**config.mk**
```make
export PLATFORM = sky130hd
export DESIGN_NAME = cic_comp_fir
export DESIGN_NICKNAME = d
export VERILOG_FILES = /design/src/rtl/cic_pkg.sv /design/src/rtl/round_sat.sv /design/src/rtl/cic_comp_fir.sv
export SDC_FILE = /design/constraint.sdc
export NUM_CORES = 1
export LEC_CHECK = 0
export CAP_MARGIN = 20
export CORE_MARGIN = 8
export CORE_UTILIZATION = 32
export CTS_CLUSTER_DIAMETER = 200
export CTS_CLUSTER_SIZE = 30
export DETAILED_ROUTE_END_ITERATION = 16
export GPL_TIMING_DRIVEN = 0
export HOLD_SLACK_MARGIN = 0.06
export PLACE_DENSITY = 0.81
export SYNTH_ARGS = -nofsm -noshare
export SYNTH_HDL_FRONTEND = slang
export SYNTH_SLANG_ARGS = --single-unit
```
**constraint.sdc**
```tcl
create_clock -name clk -period 1.5 [get_ports clk]
set_input_delay 0.3 -clock clk [delete_from_list [all_inputs] [get_ports clk]]
set_output_delay 0.3 -clock clk [all_outputs]
set_load 0.05 [all_outputs]
```
**src/rtl/cic_pkg.sv**
```systemverilog
// Shared definitions for the CIC decimator chain and its compensation FIR.
//   clog2   : ceiling log2 used for pointer, counter and accumulator sizing.
//   acc_dw  : accumulator width that rules out overflow in the compensator.
//   comp_state_t : sequencing states of the time-multiplexed compensator.
package cic_pkg;

    function automatic int clog2(input int v);
        int r;
        r = 0;
        while ((1 << r) < v) begin
            r = r + 1;
        end
        return r;
    endfunction

    // One extra bit for the pre-add, plus growth from summing H products.
    function automatic int acc_dw(input int inp_dw, input int coef_dw, input int n_taps);
        return inp_dw + 1 + coef_dw + clog2((n_taps + 1) / 2);
    endfunction

    typedef enum logic [1:0] {
        IDLE  = 2'd0,
        MAC   = 2'd1,
        ROUND = 2'd2
    } comp_state_t;

endpackage

```
**src/rtl/round_sat.sv**
```systemverilog
// Combinational round-half-up (toward +inf) and saturate.
//   din_i  : signed IN_DW value to be scaled down by 2^SHIFT.
//   dout_o : signed OUT_DW result, clamped to the representable range.
// Requires IN_DW >= OUT_DW and SHIFT >= 1.
module round_sat #(
    parameter int IN_DW  = 40,
    parameter int OUT_DW = 18,
    parameter int SHIFT  = 15
) (
    input  logic signed [IN_DW-1:0]  din_i,
    output logic signed [OUT_DW-1:0] dout_o
);

    localparam logic [IN_DW:0] RND = (IN_DW + 1)'(1) << (SHIFT - 1);
    localparam logic signed [OUT_DW-1:0] OMAX = {1'b0, {(OUT_DW - 1){1'b1}}};
    localparam logic signed [OUT_DW-1:0] OMIN = {1'b1, {(OUT_DW - 1){1'b0}}};

    logic signed [IN_DW:0] sum;
    logic signed [IN_DW:0] shr;
    logic [IN_DW-OUT_DW+1:0] hi;

    always_comb begin
        // One guard bit so adding the rounding constant can never wrap.
        sum = (IN_DW + 1)'(din_i) + $signed(RND);
        shr = sum >>> SHIFT;
        // Result fits only when every bit above the output MSB matches it.
        hi  = shr[IN_DW:OUT_DW-1];
        if (&hi || ~|hi) begin
            dout_o = shr[OUT_DW-1:0];
        end else begin
            dout_o = shr[IN_DW] ? OMIN : OMAX;
        end
    end

endmodule

```
**src/rtl/cic_comp_fir.sv**
```systemverilog
// Symmetric CIC droop-compensation FIR, time-multiplexed over one
// pre-adder / multiplier / accumulator.
//   clk, reset        : sole clock, synchronous active-high reset.
//   s_axis_in_tdata   : signed input sample (decimated CIC output).
//   s_axis_in_tvalid  : input strobe; no backpressure.
//   m_axis_out_tdata  : rounded, saturated output; holds between strobes.
//   m_axis_out_tvalid : single-cycle output strobe, H+2 cycles after input.
//   overrun           : single-cycle pulse for an input dropped while busy.
module cic_comp_fir
    import cic_pkg::*;
#(
    parameter int INP_DW  = 18,
    parameter int OUT_DW  = 18,
    parameter int COEF_DW = 18,
    parameter int N_TAPS  = 15,
    parameter logic [COEF_DW*((N_TAPS+1)/2)-1:0] COEFS = '0,
    parameter int SHIFT   = 15
) (
    input  logic                     clk,
    input  logic                     reset,
    input  logic signed [INP_DW-1:0] s_axis_in_tdata,
    input  logic                     s_axis_in_tvalid,
    output logic signed [OUT_DW-1:0] m_axis_out_tdata,
    output logic                     m_axis_out_tvalid,
    output logic                     overrun
);

    localparam int H      = (N_TAPS + 1) / 2;
    localparam int ACC_W  = acc_dw(INP_DW, COEF_DW, N_TAPS);
    localparam int PW     = clog2(N_TAPS);
    localparam int KW     = clog2(H);
    localparam int PRE_W  = INP_DW + 1;
    localparam int PROD_W = PRE_W + COEF_DW;

    comp_state_t              state_q, state_d;
    logic [PW-1:0]            wp_q, wp_d;
    logic [KW-1:0]            k_q, k_d;
    logic signed [ACC_W-1:0]  acc_q, acc_d;
    logic signed [INP_DW-1:0] dline_q [N_TAPS];
    logic signed [OUT_DW-1:0] tdata_q, tdata_d;
    logic                     tvalid_q, tvalid_d;
    logic                     ovr_q, ovr_d;

    logic                     accept;
    logic [PW:0]              ia_sum, ib_sum;
    logic [PW-1:0]            ia, ib;
    logic signed [INP_DW-1:0] xa, xb;
    logic signed [PRE_W-1:0]  pre;
    logic signed [COEF_DW-1:0] coef;
    logic signed [PROD_W-1:0] prod;
    logic signed [OUT_DW-1:0] y;

    assign accept = (state_q == IDLE) && s_axis_in_tvalid;

    // wp already points past the newest sample during MAC, so
    // x[k] lives at (wp-1-k) mod N and its mirror x[N-1-k] at (wp+k) mod N.
    always_comb begin
        ia_sum = (PW + 1)'(wp_q) + (PW + 1)'(N_TAPS - 1) - (PW + 1)'(k_q);
        ib_sum = (PW + 1)'(wp_q) + (PW + 1)'(k_q);
        if (ia_sum >= (PW + 1)'(N_TAPS)) ia_sum = ia_sum - (PW + 1)'(N_TAPS);
        if (ib_sum >= (PW + 1)'(N_TAPS)) ib_sum = ib_sum - (PW + 1)'(N_TAPS);
        ia = ia_sum[PW-1:0];
        ib = ib_sum[PW-1:0];
    end

    assign xa   = dline_q[ia];
    assign xb   = dline_q[ib];
    // The centre tap has no mirror partner, so it skips the pre-add.
    assign pre  = (k_q == KW'(H - 1)) ? PRE_W'(xa) : PRE_W'(xa) + PRE_W'(xb);
    assign coef = $signed(COEFS[COEF_DW*int'(k_q) +: COEF_DW]);
    assign prod = PROD_W'(pre) * PROD_W'(coef);

    round_sat #(
        .IN_DW (ACC_W),
        .OUT_DW(OUT_DW),
        .SHIFT (SHIFT)
    ) u_round_sat (
        .din_i (acc_q),
        .dout_o(y)
    );

    always_comb begin
        state_d  = state_q;
        wp_d     = wp_q;
        k_d      = k_q;
        acc_d    = acc_q;
        tdata_d  = tdata_q;
        tvalid_d = 1'b0;
        ovr_d    = 1'b0;
        unique case (state_q)
            IDLE: begin
                if (s_axis_in_tvalid) begin
                    wp_d    = (wp_q == PW'(N_TAPS - 1)) ? '0 : wp_q + PW'(1);
                    acc_d   = '0;
                    k_d     = '0;
                    state_d = MAC;
                end
            end
            MAC: begin
                acc_d = acc_q + ACC_W'(prod);
                ovr_d = s_axis_in_tvalid;
                if (k_q == KW'(H - 1)) begin
                    state_d = ROUND;
                end else begin
                    k_d = k_q + KW'(1);
                end
            end
            ROUND: begin
                tdata_d  = y;
                tvalid_d = 1'b1;
                ovr_d    = s_axis_in_tvalid;
                state_d  = IDLE;
            end
            default: state_d = IDLE;
        endcase
    end

    always_ff @(posedge clk) begin
        if (reset) begin
            state_q  <= IDLE;
            wp_q     <= '0;
            k_q      <= '0;
            acc_q    <= '0;
            tdata_q  <= '0;
            tvalid_q <= 1'b0;
            ovr_q    <= 1'b0;
        end else begin
            state_q  <= state_d;
            wp_q     <= wp_d;
            k_q      <= k_d;
            acc_q    <= acc_d;
            tdata_q  <= tdata_d;
            tvalid_q <= tvalid_d;
            ovr_q    <= ovr_d;
        end
    end

    // History is cleared on reset so a fresh stream sees no stale samples.
    always_ff @(posedge clk) begin
        if (reset) begin
            for (int i = 0; i < N_TAPS; i++) begin
                dline_q[i] <= '0;
            end
        end else if (accept) begin
            dline_q[wp_q] <= s_axis_in_tdata;
        end
    end

    assign m_axis_out_tdata  = tdata_q;
    assign m_axis_out_tvalid = tvalid_q;
    assign overrun           = ovr_q;

endmodule
```
; Word-level counts from Yosys, hierarchy flattened
; Memory sizes are Yosys's and may differ from the RTL's.
; Index checks and enable logic that the tools add are counted.
[totals]
wordCells = 68
register_bits = 69
mem_bits_rw = 270
n_memories = 1
output_inout_bits = 20
in_bits = 21
[mem_list]
columns = memory, words, word_bits, rd, rd_ports_with_merged_regs, write_ports, line
row1 = dline_q, 15, 18, 2, 0, 15, cic_comp_fir.sv:39  ; logic signed [INP_DW-1:0] dline_q [N_TAPS];
[classes]
n_shift = 1
muxes = 23
reduce_logical = 14
n_mul = 2
eq_ne = 7
n_lt_le_gt_ge = 2
add_sub_neg = 10
n_bitwise = 1
[ops]
columns = op, n
row1 = $shiftx 144x9->18 const A, 1
row2 = $pmux 40 s2, 1
row3 = $mux 18, 3
row4 = $add 40x16->41 const B, 1
row5 = $add 40x37->40, 1
row6 = $mux 40, 1
row7 = $mul 19x18->37, 1
row8 = $add 18x18->19, 1
row9 = $mux 19, 1
row10 = $reduce_or 18->1, 1
row11 = $mux 4, 4
row12 = $ge 5x4->1 const B, 2
row13 = $reduce_and 9->1, 1
row14 = $reduce_or 9->1, 1
row15 = $sub 4x4->4 const B, 2
row16 = $mul 4x3->7 const A, 1
row17 = $mux 1, 7
row18 = $mux 3, 2
row19 = $ne 2x2->1 const B, 3
row20 = $pmux 3 s2, 1
row21 = $reduce_and 2->1, 3
row22 = $add 4x3->5, 1
row23 = $add 4x4->5 const B, 1
row24 = $sub 5x3->5, 1
row25 = 16 further kinds, 18

; Logic depth before layout (Yosys ltp)
; An unclocked memory read counts as a cell.
[depth]
depth_word = 10
depth_mapped = 5
mapped_depth_nobuf = 5

; Hierarchy
; Synthesis repeated with hierarchy kept, for this count alone.
[hier_totals]
hier_cells = 231
hier_area_um2 = 2001.9
[modules_own_cells]
columns = mod, cells_per_inst, area_per_inst_um2, seq_area_each_um2, instances
row1 = cic_comp_fir, 98, 1042.2, 500.5, 1
row2 = round_sat, 133, 959.7, 0.0, 1

; Worst setup path after synthesis
; OpenSTA, ideal clock, no wires.
[synth_timing]
path_kind = reg-to-reg
start = reg k_q[0]
end = reg state_q[0]
setup_ns = 0.070
required_ns = 1.430
slack_ns = 0.276
synth_period_minus_slack_ns = 1.224
t_arrival_ns = 1.154
n_path_buf = 0
stages_incl_launch_ff = 6
path_cell_list = dfxtp_1 ha_1 ha_1 nand2b_1 a21o_1 a21oi_1
[synth_via]
elab_chain_cells = 3
[synth_lines]
columns = item, line
row1 = from (decl), cic_comp_fir.sv:37  ; logic [KW-1:0] k_q, k_d;
row2 = from (signal assigned), cic_comp_fir.sv:130  ; k_q <= k_d;
row3 = $eq 3x3->1, cic_comp_fir.sv:102  ; if (k_q == KW'(H - 1)) begin
row4 = $ne 2x2->1 (no source line), -
row5 = $reduce_and 2->1 (no source line), -
row6 = to (signal assigned), cic_comp_fir.sv:128  ; state_q <= state_d;
row7 = to (decl), cic_comp_fir.sv:35  ; comp_state_t state_q, state_d;
; Every way passes these cells.
; A chain may end at the register's enable or synchronous reset.

; Worst setup path after layout
[layout_timing]
start = reg tvalid_q, in the netlist m_axis_out_tvalid
end = out m_axis_out_tvalid
[layout_rtl]
columns = item, line
row1 = from (decl), cic_comp_fir.sv:41  ; logic tvalid_q, tvalid_d;
row2 = from (signal assigned), cic_comp_fir.sv:133  ; tvalid_q <= tvalid_d;
row3 = to (decl), cic_comp_fir.sv:24  ; output logic m_axis_out_tvalid,
; No word-level cell between the ends.

==> out/qor.csv <==
metric,value,unit
run_status,finished clean,
post-cts-setup-buffer-count,0,
timing.critical_path.from_type,register,
fin_crit,1.38,ns
route.detailed.vias_per_inst,3.99,
timing.critical_path.buf_inv,1,
buffer_ports.inserted,4,
grt_first_pass_wirelength,1530,microns
tritoncts_clock_tree,built,
dp_cells,94,
slew_violations,0,
clock_slew_at_the_register_clock_pins_of_the_worst_setup_and_hold_paths,0.05,ns
worstPathArrival,1.08,ns
path_max_fanout,1,
chain_of_cells_forming_the_critical_path,dlygate4sd2_1,
setup_violations,0,
crit-reg2reg-launch,k_q[0]$_SDFFE_PP0P_,
vias,391,
cp-endpoint,m_axis_out_tvalid,
rows,14,
drv.max_cap_violation_count,0,
initial_utilization,34.2,%
setup_total_negative_slack,0,ns
worstSetupEndpointType,output pin,
slowest_stage_cell_on_the_critical_path,sky130_fd_sc_hd__dlygate4sd2_1,
synth.cell_area,515,sq um
first_pass_iters,4,
grt-ovfl-total,0,
synth-seq-cells,7,
clock_skew,0.00241,ns
finish.net_count,110,
worstSetupPathDepth,1,
number_of_antenna_violations_at_the_first_check_in_global_routing,0,
rsz_0062_raised_after_global_routing,false,
die_y,56.1,microns
drive_gt1_share,28.0,%
wire_per_inst,9.78,microns
violation_count_after_the_first_detailed_route_iteration,7,
sequential_cell_area_fraction_in_the_yosys_report,27.2,%
highest_clock_rate,0.726,GHz
floorplan.die.width,56.1,microns
drtAntennaViolNets,0,
power_leakage,0.362,nW
power_density,906,nW/um^2
clock_tree.htree_level_count,1,
critical-path-top-delay-family,buffers and inverters,
synthToLayoutAreaGrowth,28.6,%
grt_max_degree,9,
max_stage_delay,0.52,ns
syn_avg_cell_area,9.04,sq um
core_area,1510,sq um
number_of_top_level_design_ports,41,
vdd_drop_max,0.534,mV
crit_start,m_axis_out_tvalid$_SDFF_PP0_,
r2r_setup_slack,0.15,ns
yosysWarningCount,0,
fin_cells,98,
worst_slack,0.122,ns
cts_made_buffers,3,
dp_hpwl,782,microns
r2r_end,state_q[0]$_SDFFE_PP0P_,
drc,0,
grt_util_all_layers,5.82,%
finalWeightedCongestion,0.762,
worst_hold_slack_after_final_layout,0.484,ns
tritoncts_num_sinks,7,
timing_worst_setup_path_type,reg -> out,
final.period_utilization,91.9,%
first_global_vias,364,
cts-root-buf,sky130_fd_sc_hd__clkbuf_4,
clockBufferDepth,2,
fillerInstances,166,
gate_count_after_technology_mapping,57,
die_area,3150,sq um
postRouteWirelength,958,microns
worst_slack_placed,0.112,ns
antennaDiodeCount,0,
ys_types,21,
required,1.20,ns
worst_r2r_path_depth,5,
clk_latency,0.25,ns
hold_path_class,reg -> reg,
final-hold-violation-count,0,
==> cell families (layout without fill, tap and decap cells) <==
family / count (synthesis) / count (layout) / share of synthesized area, %
simple gates: 11 / 11 / 16.0
buf+inv: 21 / 29 / 28.4
mux: 1 / 1 / 1.94
other cells: 1 / 18 / 0.727
compound gates: 10 / 10 / 11.2
fa+ha+maj: 6 / 6 / 14.6
flops: 7 / 7 / 27.2
==> power by group <==
group          leakage, nW  internal [mW]  switching [mW]  total [mW]
Combinational        0.290         0.0674           0.157       0.224
Sequential          0.0568          0.196         0.00604       0.202
Clock               0.0150          0.102          0.0735       0.175
Total                0.362          0.365           0.236       0.601
==> layer usage <==
metal	wire length (microns)	up-vias	track usage, %
li1	-	205	-
met1	379	169	5.87
met2	466	17	9.35
met3	112	0	5.25
met4	0	0	0
met5	0	-	0
==> cells in the mapped netlist (all sizes together) <==
cell type	instances	share of area, %
mux2i	1	1.9
conb	1	0.73
dfxtp	7	27
a211oi	1	1.5
o31ai	1	1.5
a21oi	5	4.9
inv	3	2.2
nand3	1	0.97
ha	6	15
o21ai	2	1.9
buf	18	26
a21o	1	1.5
nand2b	2	3.9
nand4b	2	3.4
nand3b	1	1.5
nor2b	1	1.2
nor2	1	0.73
and2	2	2.7
and3b	1	1.7
==> per-stage QoR <==
| step | area [sq um] | total power [mW] | utilization (%) |
|---|---|---|---|
| final | 663 | 0.601 | 44.0 |
| after floorplan | 579 | 0.402 | - |
| after global placement | 639 | 0.423 | 42.4 |
| after CTS | 663 | 0.601 | 44.0 |
| after detailed placement | 639 | 0.428 | 42.4 |
| after global routing | 663 | 0.633 | 44.0 |
==> timing repair <==
action	CTS	global route
endpoints found under the setup margin	2	0
gates resized for setup	2	0
hold buffers	0	0
==> registers in the layout, summed over array words and instances, names as in the netlist <==
signal and cells:
state_q 2, k_q 3, overrun 1, m_axis_out_tvalid 1
==> placed cells by master, fill, tap and decap left out <==
master and n:
sky130_fd_sc_hd__a211oi_1 1, sky130_fd_sc_hd__a21o_1 1, sky130_fd_sc_hd__a21oi_1 5, sky130_fd_sc_hd__and2_1 1, sky130_fd_sc_hd__and2_2 1, sky130_fd_sc_hd__and3b_1 1, sky130_fd_sc_hd__buf_4 18, sky130_fd_sc_hd__clkbuf_1 1
sky130_fd_sc_hd__clkbuf_4 3, sky130_fd_sc_hd__clkdlybuf4s50_1 2, sky130_fd_sc_hd__conb_1 18, sky130_fd_sc_hd__dfxtp_1 7, sky130_fd_sc_hd__dlygate4sd2_1 2, sky130_fd_sc_hd__ha_1 6, sky130_fd_sc_hd__inv_1 3, sky130_fd_sc_hd__mux2i_1 1
sky130_fd_sc_hd__nand2b_1 1, sky130_fd_sc_hd__nand2b_4 1, sky130_fd_sc_hd__nand3_1 1, sky130_fd_sc_hd__nand3b_1 1, sky130_fd_sc_hd__nand4b_1 2, sky130_fd_sc_hd__nor2_1 1, sky130_fd_sc_hd__nor2b_1 1, sky130_fd_sc_hd__o21ai_1 2
sky130_fd_sc_hd__o31ai_1 1
==> final cells by class <==
class	instances	area [sq um]	area share, %
sequential	7	140	21.1
clock buffer	4	26.3	3.96
multi-input combinational	46	293	44.2
inverter	3	11.3	1.70
timing repair buffer	4	37.5	5.66
tap	16	20.0	3.02
buffer	18	135	20.4
==> how the worst min path moves through the flow <==
stage,from,endpoint,slack [ns],depth (start not counted)
global placement,k_q[2]$_SDFFE_PP0P_,k_q[2]$_SDFFE_PP0P_,0.46,2
floorplan,reset,k_q[1]$_SDFFE_PP0P_,0.37,1
global route,k_q[1]$_SDFFE_PP0P_,k_q[1]$_SDFFE_PP0P_,0.51,2
CTS,k_q[1]$_SDFFE_PP0P_,k_q[1]$_SDFFE_PP0P_,0.49,2
detailed placement,k_q[1]$_SDFFE_PP0P_,k_q[1]$_SDFFE_PP0P_,0.48,2
finish,k_q[1]$_SDFFE_PP0P_,k_q[1]$_SDFFE_PP0P_,0.48,2
Note: power is estimated with default switching activity, not from simulation.
